[src/rtl/ring_pkg.sv]
// Shared constants for the cardinal ring: packet geometry, packet field
// positions and the NIC processor register map.
package ring_pkg;

    localparam int DATA_WIDTH = 64;
    localparam int VC_BIT     = 31;

    localparam int DIR_BIT = 30;
    localparam int HOP_MSB = 25;
    localparam int HOP_LSB = 18;

    localparam logic [1:0] ADDR_IN_DATA  = 2'b00;
    localparam logic [1:0] ADDR_IN_STAT  = 2'b01;
    localparam logic [1:0] ADDR_OUT_DATA = 2'b10;
    localparam logic [1:0] ADDR_OUT_STAT = 2'b11;

endpackage : ring_pkg

[src/rtl/nic_chan_buf.sv]
// Single-entry packet buffer with a full flag. A write lands only into an
// empty buffer; clear empties it but leaves the data in place.
module nic_chan_buf #(
    parameter int DATA_WIDTH = 64
) (
    input  logic                  clk,
    input  logic                  rst_n,
    input  logic                  wr_en_i,
    input  logic [DATA_WIDTH-1:0] data_i,
    input  logic                  clr_i,
    output logic                  full_o,
    output logic [DATA_WIDTH-1:0] data_o
);

    logic                  full_q, full_d;
    logic [DATA_WIDTH-1:0] data_q, data_d;

    always_comb begin
        full_d = full_q;
        data_d = data_q;
        // Writes into a full buffer are dropped, so write and clear never race.
        if (wr_en_i && !full_q) begin
            full_d = 1'b1;
            data_d = data_i;
        end else if (clr_i) begin
            full_d = 1'b0;
        end
    end

    always_ff @(posedge clk or negedge rst_n) begin
        if (!rst_n) begin
            full_q <= 1'b0;
            data_q <= '0;
        end else begin
            full_q <= full_d;
            data_q <= data_d;
        end
    end

    assign full_o = full_q;
    assign data_o = data_q;

endmodule : nic_chan_buf

[src/rtl/ring_pe_nic.sv]
// Processor-side NIC for the ring router PE port: one output and one input
// packet buffer, exposed to the processor through a 2-bit register map.
module ring_pe_nic #(
    parameter int DATA_WIDTH = ring_pkg::DATA_WIDTH,
    parameter int ADDR_WIDTH = 2,
    parameter int VC_BIT     = ring_pkg::VC_BIT
) (
    input  logic                  clk,
    input  logic                  reset,
    input  logic [ADDR_WIDTH-1:0] addr,
    input  logic [DATA_WIDTH-1:0] d_in,
    output logic [DATA_WIDTH-1:0] d_out,
    input  logic                  nicEn,
    input  logic                  nicWrEn,
    input  logic                  net_polarity,
    output logic                  net_so,
    input  logic                  net_ro,
    output logic [DATA_WIDTH-1:0] net_do,
    input  logic                  net_si,
    output logic                  net_ri,
    input  logic [DATA_WIDTH-1:0] net_di
);
    import ring_pkg::*;

    logic                  rd_en, wr_out, in_drain;
    logic                  out_full, in_full;
    logic [DATA_WIDTH-1:0] out_buf, in_buf;
    logic [DATA_WIDTH-1:0] d_out_q, d_out_d;

    assign rd_en    = nicEn & ~nicWrEn;
    assign wr_out   = nicEn & nicWrEn & (addr == ADDR_OUT_DATA);
    assign in_drain = rd_en & (addr == ADDR_IN_DATA) & in_full;

    nic_chan_buf #(.DATA_WIDTH(DATA_WIDTH)) u_out_buf (
        .clk     (clk),
        .rst_n   (reset),
        .wr_en_i (wr_out),
        .data_i  (d_in),
        .clr_i   (net_so),
        .full_o  (out_full),
        .data_o  (out_buf)
    );

    // net_si into a full buffer is a router protocol violation; the buffer drops it.
    nic_chan_buf #(.DATA_WIDTH(DATA_WIDTH)) u_in_buf (
        .clk     (clk),
        .rst_n   (reset),
        .wr_en_i (net_si),
        .data_i  (net_di),
        .clr_i   (in_drain),
        .full_o  (in_full),
        .data_o  (in_buf)
    );

    assign net_do = out_buf;
    assign net_so = out_full & net_ro & (net_polarity == out_buf[VC_BIT]);
    assign net_ri = ~in_full;

    always_comb begin
        d_out_d = d_out_q;
        if (rd_en) begin
            case (addr)
                ADDR_IN_DATA:  d_out_d = in_buf;
                ADDR_IN_STAT:  d_out_d = {{(DATA_WIDTH-1){1'b0}}, in_full};
                ADDR_OUT_STAT: d_out_d = {{(DATA_WIDTH-1){1'b0}}, out_full};
                default:       d_out_d = '0;
            endcase
        end
    end

    always_ff @(posedge clk or negedge reset) begin
        if (!reset) begin
            d_out_q <= '0;
        end else begin
            d_out_q <= d_out_d;
        end
    end

    assign d_out = d_out_q;

endmodule : ring_pe_nic

[config.mk]
export PLATFORM = sky130hd
export DESIGN_NAME = ring_pe_nic
export DESIGN_NICKNAME = d
export VERILOG_FILES = /design/src/rtl/ring_pkg.sv /design/src/rtl/nic_chan_buf.sv /design/src/rtl/ring_pe_nic.sv
export SDC_FILE = /design/constraint.sdc
export NUM_CORES = 1
export LEC_CHECK = 0
export CORE_MARGIN = 1
export CORE_UTILIZATION = 45
export DETAILED_ROUTE_END_ITERATION = 8
export GPL_TIMING_DRIVEN = 0
export PLACE_DENSITY = 0.87
export SYNTH_ARGS = -nofsm -noshare
export SYNTH_HDL_FRONTEND = slang
export SYNTH_SLANG_ARGS = --single-unit
[constraint.sdc]
create_clock -name clk -period 1.7 [get_ports clk]
set_input_delay 0.34 -clock clk [delete_from_list [all_inputs] [get_ports clk]]
set_output_delay 0.34 -clock clk [all_outputs]
set_load 0.1 [all_outputs]
# Word-level counts from Yosys, hierarchy flattened
# Index checks and enable logic that the tools add are counted.
# classes
bitwise_logic	9
n_eq_ne	4
n_mux	5
reduce_logical	7
# op_table
operator	count
$pmux W64 S3	1
$and A1 B1 Y1	7
$eq A2 B2 Y1 const B	2
$mux W1	4
$reduce_bool A2 Y1	2
$eq A2 B1 Y1 const B	1
$logic_and A1 B1 Y1	2
$logic_not A1 Y1	2
$logic_not A2 Y1	1
$not A1 Y1	2
$eq A1 B1 Y1	1
# totals
output_inout_bits	130
regBits	194
word_cells	30
input_bits	137

# Longest topological paths before layout
# Gate-level depths: netlist (run 1).
# depth
word_depth	6
ltp_mapped	4
mapped_depth_nobuf	3

# Modules after synthesis
# From an unflattened synthesis (run 1), not the netlist that was laid out.
# hier_totals
cells_unflattened	430
hier_area_um2	7811.2
# modules_own_cells
mod	area_per_inst_um2	seq_area_each_um2	n_inst	cells_per_inst
nic_chan_buf	2730.1	1626.6	2	139
ring_pe_nic	2351.0	1601.5	1	152

# Worst setup path before layout (run 1)
# No wires, ideal clock.
# synth_timing
kind	reg-to-output
from	register u_out_buf.data_q[31], in the netlist u_out_buf.data_o[31]
to	output port net_so
required_time_ns	1.360
path_buffers	0
slack_ns	-0.575
arrival_ns	1.935
path_stages_with_launch	3
path_cell_list	dfrtp_1 > xnor2_1 > and3_1
# synth_via
elab_chain_cells	2
# synth_rtl
element	line_no	source
start: declaration	nic_chan_buf.sv:16	logic [DATA_WIDTH-1:0] data_q, data_d;
start signal: assignment	nic_chan_buf.sv:36	data_q <= data_d;
$eq A1 B1 Y1	ring_pe_nic.sv:56	assign net_so = out_full & net_ro & (net_polarity == out_buf[VC_BIT]);
$and A1 B1 Y1	ring_pe_nic.sv:56	
end: declaration	ring_pe_nic.sv:16	output logic net_so,
# No other way between the ends.

# Worst setup path after layout (run 1)
# Ends and elaborated chain as after synthesis.

==> results by stage, run 1 <==
Synth:
- In this run, synthesis produced a sequential element count of 194.
- When the netlist entered floorplanning its net count stood at 564.
- The synthesized netlist occupies a cell area of 0.007431 sq mm.
- Yosys mapped the design onto 20 distinct sky130hd cell types.
- The cell count after synthesis came out at 427.
- The Yosys step of the flow raised 0 warnings.
- A synthesized cell averages 17.40 sq um.
- For this run, the register share of the synthesized area comes to 65.33%.

GRT:
- The via count of the first global-routing pass is 5,269.
- Across every metal layer, demand over resource in global routing totals 21.85%.
- The remaining global-route overflow is 0.
- The first global-routing pass estimated 27,920 um of wire.
- The pin count of the biggest net entering global routing is 108.
- The number of antenna violations at the first check in global routing is 0.

Placement:
- Summing all placed instances gives a cell area of 0.01040 sq mm.
- The half-perimeter wire length after detailed placement is 13,360 um.
- Input and output buffers added on the ports amount to 266.
- The routability congestion estimate from global placement is 0.7553.

Clock network:
- The clock latency at the later pin of the worst-skew pair is 410 ps.
- The CTS tree is yes.
- The CTS sink count is 194.
- The clock tree synthesis step divided the H-tree into 4 levels.
- The total clock buffers created by CTS is 17.
- The post-CTS clock slew at the launch and capture registers of the worst setup and hold paths is 70 ps.
- The buffer levels on the longest clock path is 2.
- The clock tree root buffer cell is sky130_fd_sc_hd__clkbuf_16.

Timing:
- For the final database, setup skew stands at 5.854 ps.
- The final worst setup slack is -3.877 ps.
- The worst path uses 100.2% of the clock period.
- The final critical-path required period is 1704 ps.
- The transition time of the tightest slew-check pin is 812.1 ps.
- The number of setup violations in the final report is 1.
- The worst relative slew slack is 45.86%.
- The tightest hold path in the finished design has a slack of 484.7 ps.
- Derived from the worst setup path, the maximum achievable clock frequency is 0.5869 GHz.
- Setup repair after global routing could not meet its margin everywhere.
- The number of max-slew violations in the final report is 0.
- The number of hold-slack violations in the final timing report is 0.

Cells and area:
- The final design utilization is 66.31%.
- The area of the multi-input gates is 0.002361 sq mm.
- Summing all non-filler instances in the final layout gives an area of 0.01061 sq mm.
- The number of inserted diodes is 0.
- The final layout contains 854 nets.
- The synthesis-to-layout area growth is 42.79%.
- After filler insertion, the fill cell instance count of the layout stands at 1,161.
- The sequential cell area is 0.004856 sq mm.
- The post-route netlist has 44.58% of its cells at a drive strength greater than 1.

Worst setup path:
- At the worst endpoint, the arrival time is 1360 ps.
- Traced cell by cell, the critical path runs through xnor2_2, and3_4, buf_12.
- The data required time of the critical path is 1360 ps.
- The largest individual stage delay along the critical path comes from the cell sky130_fd_sc_hd__dfrtp_2.
- The startpoint identified for the worst register-to-register timing path is u_in_buf.full_o.
- The type of origin of the critical path is a register.
- In this run the worst setup path terminates at net_so.
- STA classifies the critical path endpoint as an output port.
- In this design, the stage delay of the slowest critical-path cell is 430 ps.
- The capturing point of the worst reg2reg path is u_in_buf.data_o[62].
- The maximum fanout encountered on the critical timing path is 3.
- The critical path in this run is classified as reg2out.
- The slack of the worst reg-to-reg path is 110 ps.
- The worst register-to-register path has a depth of 4.
- The critical path starts at u_out_buf.data_o[31].

Status:
- The flow ran to the end, but the final reports show violations.
- The checks that failed: negative setup slack.

Run:
- Max-cap violations in this run came to 0.

Floorplan:
- The I/O pin total is 267.
- The floorplan step defined a die boundary enclosing 0.01703 sq mm.
- Once the floorplan was initialized, standard cells occupied 46.44% of the core.
- The total core area is 0.01600 sq mm.
- The number of placement rows is 46.
- In this run the horizontal extent of the chip is 130.5 um.
- The floorplan step set the die height to 130.5 um.

Route:
- The pre-antenna-repair detailed-routing pass consisted of 4 iterations.
- After detailed routing, the number of remaining DRC violations is 0.
- The total number of vias is 4,827.
- The number of design-rule violations left by the first detailed-router iteration is 124.
- The final routed wirelength across all metal layers is 18,510 um.
- The via density per instance is 5.108.
- Once detail routing completed, the nets flagged for antenna violations numbered 0.
- Dividing the detail-routed wire length by the instance count gives 19.59 um.

Worst hold path:
- The worst min-delay path class is reg2reg.
==> placed cells by master, fill, tap and decap left out <==
| cell type | netlist | routed |
|---|---|---|
| sky130_fd_sc_hd__clkdlybuf4s15_2 | 0 | 3 |
| sky130_fd_sc_hd__clkbuf_4 | 0 | 6 |
| sky130_fd_sc_hd__dfrtp_1 | 194 | 193 |
| sky130_fd_sc_hd__mux2_2 | 69 | 69 |
| sky130_fd_sc_hd__clkinv_4 | 0 | 2 |
| sky130_fd_sc_hd__clkbuf_8 | 0 | 3 |
| sky130_fd_sc_hd__nand2b_1 | 1 | 1 |
| sky130_fd_sc_hd__buf_2 | 17 | 100 |
| sky130_fd_sc_hd__o22ai_1 | 1 | 1 |
| sky130_fd_sc_hd__buf_16 | 0 | 1 |
| sky130_fd_sc_hd__mux2_4 | 60 | 60 |
| sky130_fd_sc_hd__nor2_8 | 1 | 1 |
| sky130_fd_sc_hd__clkbuf_16 | 0 | 17 |
| sky130_fd_sc_hd__a21oi_1 | 1 | 1 |
| sky130_fd_sc_hd__and3_4 | 0 | 1 |
| sky130_fd_sc_hd__a22o_1 | 63 | 63 |
| sky130_fd_sc_hd__clkinv_2 | 0 | 2 |
| sky130_fd_sc_hd__buf_12 | 6 | 8 |
| sky130_fd_sc_hd__buf_4 | 0 | 2 |
| sky130_fd_sc_hd__clkdlybuf4s18_2 | 0 | 37 |
| sky130_fd_sc_hd__dlygate4sd3_1 | 0 | 1 |
| sky130_fd_sc_hd__nor2_1 | 1 | 1 |
| sky130_fd_sc_hd__bufinv_16 | 0 | 1 |
| sky130_fd_sc_hd__clkbuf_2 | 0 | 2 |
| sky130_fd_sc_hd__o21bai_1 | 1 | 1 |
| sky130_fd_sc_hd__clkbuf_1 | 3 | 2 |
| sky130_fd_sc_hd__a221oi_1 | 1 | 1 |
| sky130_fd_sc_hd__inv_6 | 0 | 3 |
| sky130_fd_sc_hd__nand4b_4 | 1 | 1 |
| sky130_fd_sc_hd__clkdlybuf4s50_1 | 0 | 135 |
| sky130_fd_sc_hd__inv_1 | 3 | 3 |
| sky130_fd_sc_hd__dfrtp_2 | 0 | 1 |
| sky130_fd_sc_hd__nor2b_1 | 1 | 1 |
| sky130_fd_sc_hd__buf_8 | 0 | 1 |
| sky130_fd_sc_hd__xnor2_2 | 0 | 1 |
| sky130_fd_sc_hd__clkinvlp_4 | 0 | 2 |
| sky130_fd_sc_hd__nor3_4 | 1 | 1 |
==> worst min-delay path by stage <==
stage                             start                  end  slack [ps]  cells past startpoint
global route        u_in_buf.data_o[18]            d_out[18]         510                      1
CTS                 u_in_buf.data_o[32]            d_out[32]         490                      1
detailed placement                reset  u_in_buf.data_o[15]         440                      1
floorplan                         reset             d_out[0]          40                      0
finish              u_in_buf.data_o[32]            d_out[32]         480                      1
global placement    u_in_buf.data_o[11]            d_out[11]         470                      1
==> synthesized netlist by cell type, drive strengths merged <==
master  count  area (sq um)
nor2b       1         6.260
buf        23         205.2
nor2        2         23.77
mux2      129          1678
clkbuf      3         11.26
xnor2       1         8.760
a22o       63         551.8
dfrtp     194          4855
a21oi       1         5.000
o21bai      1         7.510
and3        1         6.260
nand4b      1         23.77
a221oi      1         8.760
o22ai       1         6.260
inv         3         11.26
nand2b      1         6.260
nor3        1         16.27
==> what timing repair did <==
action	CTS	global route
setup buffers	0	3
pin swaps	0	3
hold buffers	1	0
endpoints found under the setup margin	140	261
endpoints found under the hold margin	17	0
gates resized for setup	482	139
cloned	0	0
==> kinds of logic (layout without fill, tap and decap cells) <==
| family | count (synthesis) | in the layout | share of synthesized area, % |
|---|---|---|---|
| xor+xnor | 1 | 1 | 0.1179 |
| flops | 194 | 194 | 65.33 |
| compound gates | 67 | 67 | 7.796 |
| mux | 129 | 129 | 22.58 |
| simple gates | 7 | 7 | 1.111 |
| buf+inv | 29 | 331 | 3.065 |
==> registers in the layout, indices dropped and copies added, names as in the netlist <==
name,cells
u_out_buf.data_o,64
u_out_buf.full_o,1
d_out,64
u_in_buf.data_o,64
u_in_buf.full_o,1
==> through the flow <==
step                setup slack [ps]  setup TNS [ps]  cells
floorplan                      117.7               0    427
global placement               -7751        -1444380    909
detailed placement            -905.6          -81650    910
CTS                           -65.10          -65.10    942
global route                  -63.05          -63.05    945
finish                        -3.877          -3.877    945
==> final cells by class <==
| cell class | count | area share [%] |
|---|---|---|
| Buffer | 26 | 2.182 |
| Clock buffer | 21 | 4.434 |
| Clock inverter | 10 | 0.9316 |
| Inverter | 3 | 0.1061 |
| Multi-Input combinational cell | 204 | 22.25 |
| Sequential cell | 194 | 45.77 |
| Tap cell | 216 | 2.547 |
| Timing Repair Buffer | 271 | 21.78 |
==> layer usage <==
| layer | global-route usage [%] | vias to the layer above | routed length (um) |
|---|---|---|---|
| met2 | 38.25 | 190 | 9372 |
| met1 | 25.18 | 2465 | 7288 |
| met3 | 6.963 | 30 | 1464 |
| met4 | 7.708 | 0 | 387 |
| li1 | - | 2142 | - |
| met5 | 0 | - | 0 |
==> worst max-delay path: cells and delay by family (launching register included) <==
| family | cells | cell delay (ps) |
|---|---|---|
| xor+xnor | 1 | 130 |
| buf+inv | 1 | 170 |
| simple gates | 1 | 220 |
| flops | 1 | 430 |
Power of run 1 is not shown: default switching activity piles up to over one toggle a cycle in this logic, so the estimate is an artifact.
==> run 2: changes to the inputs <==
Settings changed: SKIP_CTS_REPAIR_TIMING set to 1.
==> results by stage, run 2 (synthesis gave the netlist of run 1 again) <==
Status:
- The flow ran to the end, but the final reports show violations.
- The final reports fail on negative hold slack, negative setup slack.

Timing:
- The number of hold-slack violations in the final timing report is 34.
- The final cycle utilization of the critical path is 100.5%.
- The final critical-path required period is 1708 ps.
- Setup repair after global routing could not meet its margin everywhere.
- The smallest hold slack is -72.48 ps.
- The number of max-slew violations in the final report is 0.
- The worst-case clock skew is 6.791 ps.
- Timing would allow up to 0.5853 GHz.
- The final worst setup slack is -8.478 ps.
- For the pin with the worst max-slew slack, the measured transition is 820.9 ps.
- The number of setup violations in the final report is 1.
- The worst relative slew slack is 45.27%.

Floorplan:
- The die covers 0.01703 sq mm.
- The I/O pin total is 267.
- The initial utilization of the core area, before any placement, comes to 46.44%.
- The width of the chip is 130.5 um.
- The total core area is 0.01600 sq mm.
- Row generation in the floorplan step produced 46 rows.
- In this run the vertical extent of the chip is 130.5 um.

Route:
- After detailed routing, the average wire length per cell comes to 19.37 um.
- Once detail routing completed, the nets flagged for antenna violations numbered 0.
- Wires add up to 18,290 um.
- The via density per instance is 5.079.
- The number of optimization iterations in the first detailed-route pass is 4.
- The DRC violations left is 0.
- The number of design-rule violations left by the first detailed-router iteration is 115.
- The total number of vias is 4,795.

GRT:
- For met1 alone, demand over resource in global routing was 24.90%.
- The number of antenna violations at the first check in global routing is 0.
- The wire length of the first global-routing pass is 27,480 um.
- The via count of the first global-routing pass is 5,183.
- The layer with the highest usage after global routing is met2.
- For met2 alone, demand over resource in global routing was 37.57%.
- The remaining global-route overflow is 0.
- Global routing used 21.55% of the available tracks across all layers.
- The pin count of the biggest net entering global routing is 108.
- Global routing consumed, on the met3 layer, 7.166% of the routing resources.

Worst setup path:
- The worst setup path is launched from a register.
- In this run the worst path has a maximum fanout of 3.
- For flop-to-flop paths, the worst setup slack is 110 ps.
- The endpoint identified for the worst register-to-register timing path is u_in_buf.data_o[62].
- The startpoint of the worst register-to-register path is u_in_buf.full_o.
- The data required time of the critical path is 1360 ps.
- The critical path launch point is u_out_buf.data_o[31].
- The destination of the critical timing path is net_so.
- The critical path endpoint category is an output port.
- The critical path is of the reg2out type.
- The data arrival time of the worst path is 1370 ps.
- Counting cells, the worst reg-to-reg path comes to 4.

Clock network:
- The clock latency at the later pin of the worst-skew pair is 420 ps.
- TritonCTS built the clock tree.
- CTS built an H-tree with a depth of 4.
- The CTS sink count is 194.
- Clock-pin slew was measured on the worst setup and hold paths at 70 ps.
- Clock tree synthesis selected as its root buffer the cell sky130_fd_sc_hd__clkbuf_16.
- The clock passes through at most 2 buffers.
- Buffers inserted during clock tree synthesis total 17.

Cells and area:
- The number of antenna diodes in the final layout is 0.
- The library cell used most frequently in the layout, excluding fill and tap cells, is sky130_fd_sc_hd__dfrtp_1.
- The fraction of layout cells with a size suffix above 1 is 44.64%.
- The number of nets in the layout is 853.
- In the layout the commonest cells are sky130_fd_sc_hd__dfrtp_1 (193), sky130_fd_sc_hd__clkdlybuf4s50_1 (135), sky130_fd_sc_hd__clkbuf_2 (130).
- The synthesis-to-layout area growth is 39.91%.
- The final design utilization is 64.98%.
- The filler cells instantiated in the layout total 1,192.

Placement:
- The routability congestion estimate from global placement is 0.7553.
- The count of buffers added on input and output ports is 266.
- OpenSTA, run right after detailed placement, puts the worst setup slack at -905.6 ps.
- The half-perimeter wire length after detailed placement is 13,360 um.

Run:
- The total of max-cap violations is 0.

Worst hold path:
- The tightest min-delay check is of the in2async type.
run 2: cell count changes in the layout (fill, tap and decap cells not counted), sizes merged:
cell,delta
clkbuf,+128
clkdlybuf4s18,-37
buf,-88
dlygate4sd3,-1
clkdlybuf4s15,-3
run 2: worst max-delay path, cell delays in order, from the launching register on:
cell and delay, ps:
sky130_fd_sc_hd__dfrtp_2 430, sky130_fd_sc_hd__xnor2_2 130, sky130_fd_sc_hd__and3_4 220, sky130_fd_sc_hd__buf_12 170
run 2: area by class of cell:
| type | instances | area (sq um) | area share, % |
|---|---|---|---|
| flip-flops and latches | 194 | 4856 | 46.71 |
| multi-input cells | 204 | 2361 | 22.71 |
| repair buffers | 270 | 2097 | 20.17 |
| clock buffers | 21 | 470.5 | 4.525 |
| well taps | 216 | 270.3 | 2.600 |
| plain buffers | 26 | 231.5 | 2.227 |
| clock inverters | 10 | 98.84 | 0.9508 |
| inverters | 3 | 11.26 | 0.1083 |
run 2: per-layer routing:
layer / wire length (um) / part of all wire [%]
met3: 1450 / 7.9
met2: 9300 / 51
met5: 0 / 0
met4: 341 / 1.9
met1: 7194 / 39
run 2: how the worst min path moves through the flow:
stage                     slack (ps)                   to  cells after the start                 from
final                            -70  u_in_buf.data_o[15]                      1                reset
after global routing              20  u_in_buf.data_o[15]                      1                reset
after global placement           470            d_out[11]                      1  u_in_buf.data_o[11]
after floorplan                   40             d_out[0]                      0                reset
after CTS                        -10  u_in_buf.data_o[15]                      1                reset
after detailed placement         440  u_in_buf.data_o[15]                      1                reset
run 2: metrics by stage:
step / instances / hold slack [ps] / instance area [sq um] / TNS [ps]
finish: 944 / -72.48 / 10400 / -8.478
detailed placement: 910 / 442.3 / 10400 / -81650
global route: 944 / 17.10 / 10400 / -67.22
CTS: 941 / -10.75 / 10970 / -76810
floorplan: 427 / 44.41 / 7437 / 0
global placement: 909 / 469.0 / 10370 / -1444380
Power of run 2 is left out for the same reason.
==> run 3: changes to the inputs <==
Settings changed: CTS_CLUSTER_SIZE set to 24, SETUP_SLACK_MARGIN set to 0.1.
==> results by stage, run 3 (synthesis gave the netlist of run 1 again) <==
Cells and area:
- The total non-filler cell area in the finished layout is 0.01048 sq mm.
- Relative to the synthesized area, the layout overhead comes to 41.05%.
- The post-route netlist has 44.64% of its cells at a drive strength greater than 1.
- In the layout the commonest cells are sky130_fd_sc_hd__dfrtp_1 (193), sky130_fd_sc_hd__clkdlybuf4s50_1 (134), sky130_fd_sc_hd__buf_2 (101).
- The library cell used most frequently in the layout, excluding fill and tap cells, is sky130_fd_sc_hd__dfrtp_1.
- For this run, the post-layout net count is 853.
- The number of inserted diodes is 0.

Placement:
- The congestion estimate from routability-driven global placement came to 0.7553.
- The instance area after placement is 0.01040 sq mm.
- The count of buffers added on input and output ports is 266.
- Summed over all nets, the half-perimeter wirelength after detailed placement is 13,360 um.

Route:
- The final routed wirelength across all metal layers is 18,270 um.
- Dividing the detail-routed via count by the number of cells gives 5.060.
- The number of design-rule violations left by the first detailed-router iteration is 136.
- In the final routed layout, each cell accounts on average for 19.36 um.
- In the routed design, unresolved DRC markers number 0.
- The routed layout has 4,777 vias.
- The number of optimization iterations in the first detailed-route pass is 4.
- The detail route stage leaves a number of antenna-violating nets equal to 0.

Floorplan:
- The area of the die is 0.01703 sq mm.
- The effective utilization at floorplan is 46.44%.
- Row generation in the floorplan step produced 46 rows.
- Measured along the y axis, the die boundary spans 130.5 um.
- The width of the chip is 130.5 um.
- The total core area is 0.01600 sq mm.
- In this run the count of I/O pins placed on the die edge is 267.

Status:
- The flow ran to the end, but the final reports show violations.
- The checks that failed: negative hold slack, negative setup slack.

Clock network:
- The CTS tree is yes.
- The number of H-tree levels is 4.
- The number of clock buffers added by TritonCTS is 17.
- The clock drives 194 sinks.
- The tree is rooted in a sky130_fd_sc_hd__clkbuf_16.
- For the worst-skew pair, the clock arrives at the later sink with an insertion delay of 410 ps.
- After clock tree synthesis, the clock-pin slew on the worst setup and hold paths is 70 ps.
- The buffer levels on the longest clock path is 2.

Worst setup path:
- Walking the worst path, the cells encountered are xnor2_2, and3_4, buf_12.
- Data on the critical path is required at its endpoint by 1360 ps.
- The type of origin of the critical path is a register.
- The combined buffer and inverter count along the critical path is 1.
- The worst setup path is captured at an output port.
- The largest individual stage delay along the critical path comes from the cell sky130_fd_sc_hd__dfrtp_2.
- The maximum fanout encountered on the critical timing path is 3.
- In this design, the largest share of critical-path delay is due to flip-flops.
- The type of the setup path with the least slack is reg2out.
- In this design, the stage delay of the slowest critical-path cell is 430 ps.
- The data arrival time of the worst path is 1370 ps.

Timing:
- After layout, the worst path uses 100.4% of the clock period.
- The worst path in the final design needs a cycle of 1706 ps, including I/O delays and setup.
- For the pin with the worst max-slew slack, the measured transition is 801.3 ps.
- Setup violations remaining at the end of the flow were counted as 1.
- The worst relative slew slack is 46.58%.
- The smallest hold slack is -53.28 ps.
- The peak clock frequency supported by timing is 0.5861 GHz.
- Setup repair after global routing could not meet its margin everywhere.
- The number of max-slew violations in the final report was 0.
- The worst-case clock skew is 5.994 ps.
- The number of hold-slack violations in the final timing report came to 21.
- The final worst setup slack is -6.296 ps.

GRT:
- Global routing finished with a remaining overflow of 0.
- The number of antenna violations at the first check in global routing came to 0.
- The pin count of the biggest net entering global routing is 108.
- The first global-routing pass estimated 27,480 um of wire.
- The via count of the first global-routing pass came to 5,183.
- In the global route stage, overall resource usage came out at 21.55%.

Run:
- The total of max-cap violations is 0.

Worst hold path:
- The min-delay analysis places its worst path in the category in2async.
==> run 3: cell types whose count changed in the layout (fill, tap and decap cells not counted), sizes merged <==
cell and change:
buf +95, clkbuf -95, clkdlybuf4s50 -1, dlymetal6s2s +1
==> run 3: cell type report <==
type                       instances  area (sq um)
clock inverter                    10         98.84
sequential                       194          4856
clock buffer                      21         470.5
tap                              216         270.3
inverter                           3         11.26
buffer                            26         239.0
fill                            1185          5519
timing repair buffer             270          2175
multi-input combinational        204          2361
==> run 3: worst paths after layout <==
| path | from | endpoint | slack [ps] | cells after the start |
|---|---|---|---|---|
| setup / recovery | u_out_buf.data_o[31] | net_so | -6 | 3 |
| hold / removal | reset | u_in_buf.data_o[15] | -50 | 1 |
| setup reg to reg | u_out_buf.full_o | u_out_buf.data_o[55] | 150 | 5 |
| hold reg to reg | u_in_buf.data_o[32] | d_out[32] | 480 | 1 |
| max in group asynchronous | reset | u_out_buf.data_o[31] | 830 | 2 |
| min in group clk | addr[1] | u_out_buf.full_o | 420 | 3 |
==> run 3: through the flow <==
stage	util, %	TNS, ps	hold WS [ps]	setup WS [ps]	instances
floorplan	-	0	44.41	117.7	427
global placement	64.81	-1444380	469.0	-7751	909
detailed placement	65.01	-81650	442.3	-905.6	910
CTS	68.57	-76810	-10.75	-1013	941
global route	65.51	-66.95	17.10	-66.95	944
finish	65.51	-6.296	-53.28	-6.296	944
==> run 3: per-layer routing <==
metal	GRT usage, %	share of wire, %	up-vias
met5	0	0	-
met4	7.302	1.7	0
met3	7.166	8.1	24
met2	37.57	51	185
met1	24.90	39	2430
li1	-	-	2138
Power of run 3 is left out for the same reason.
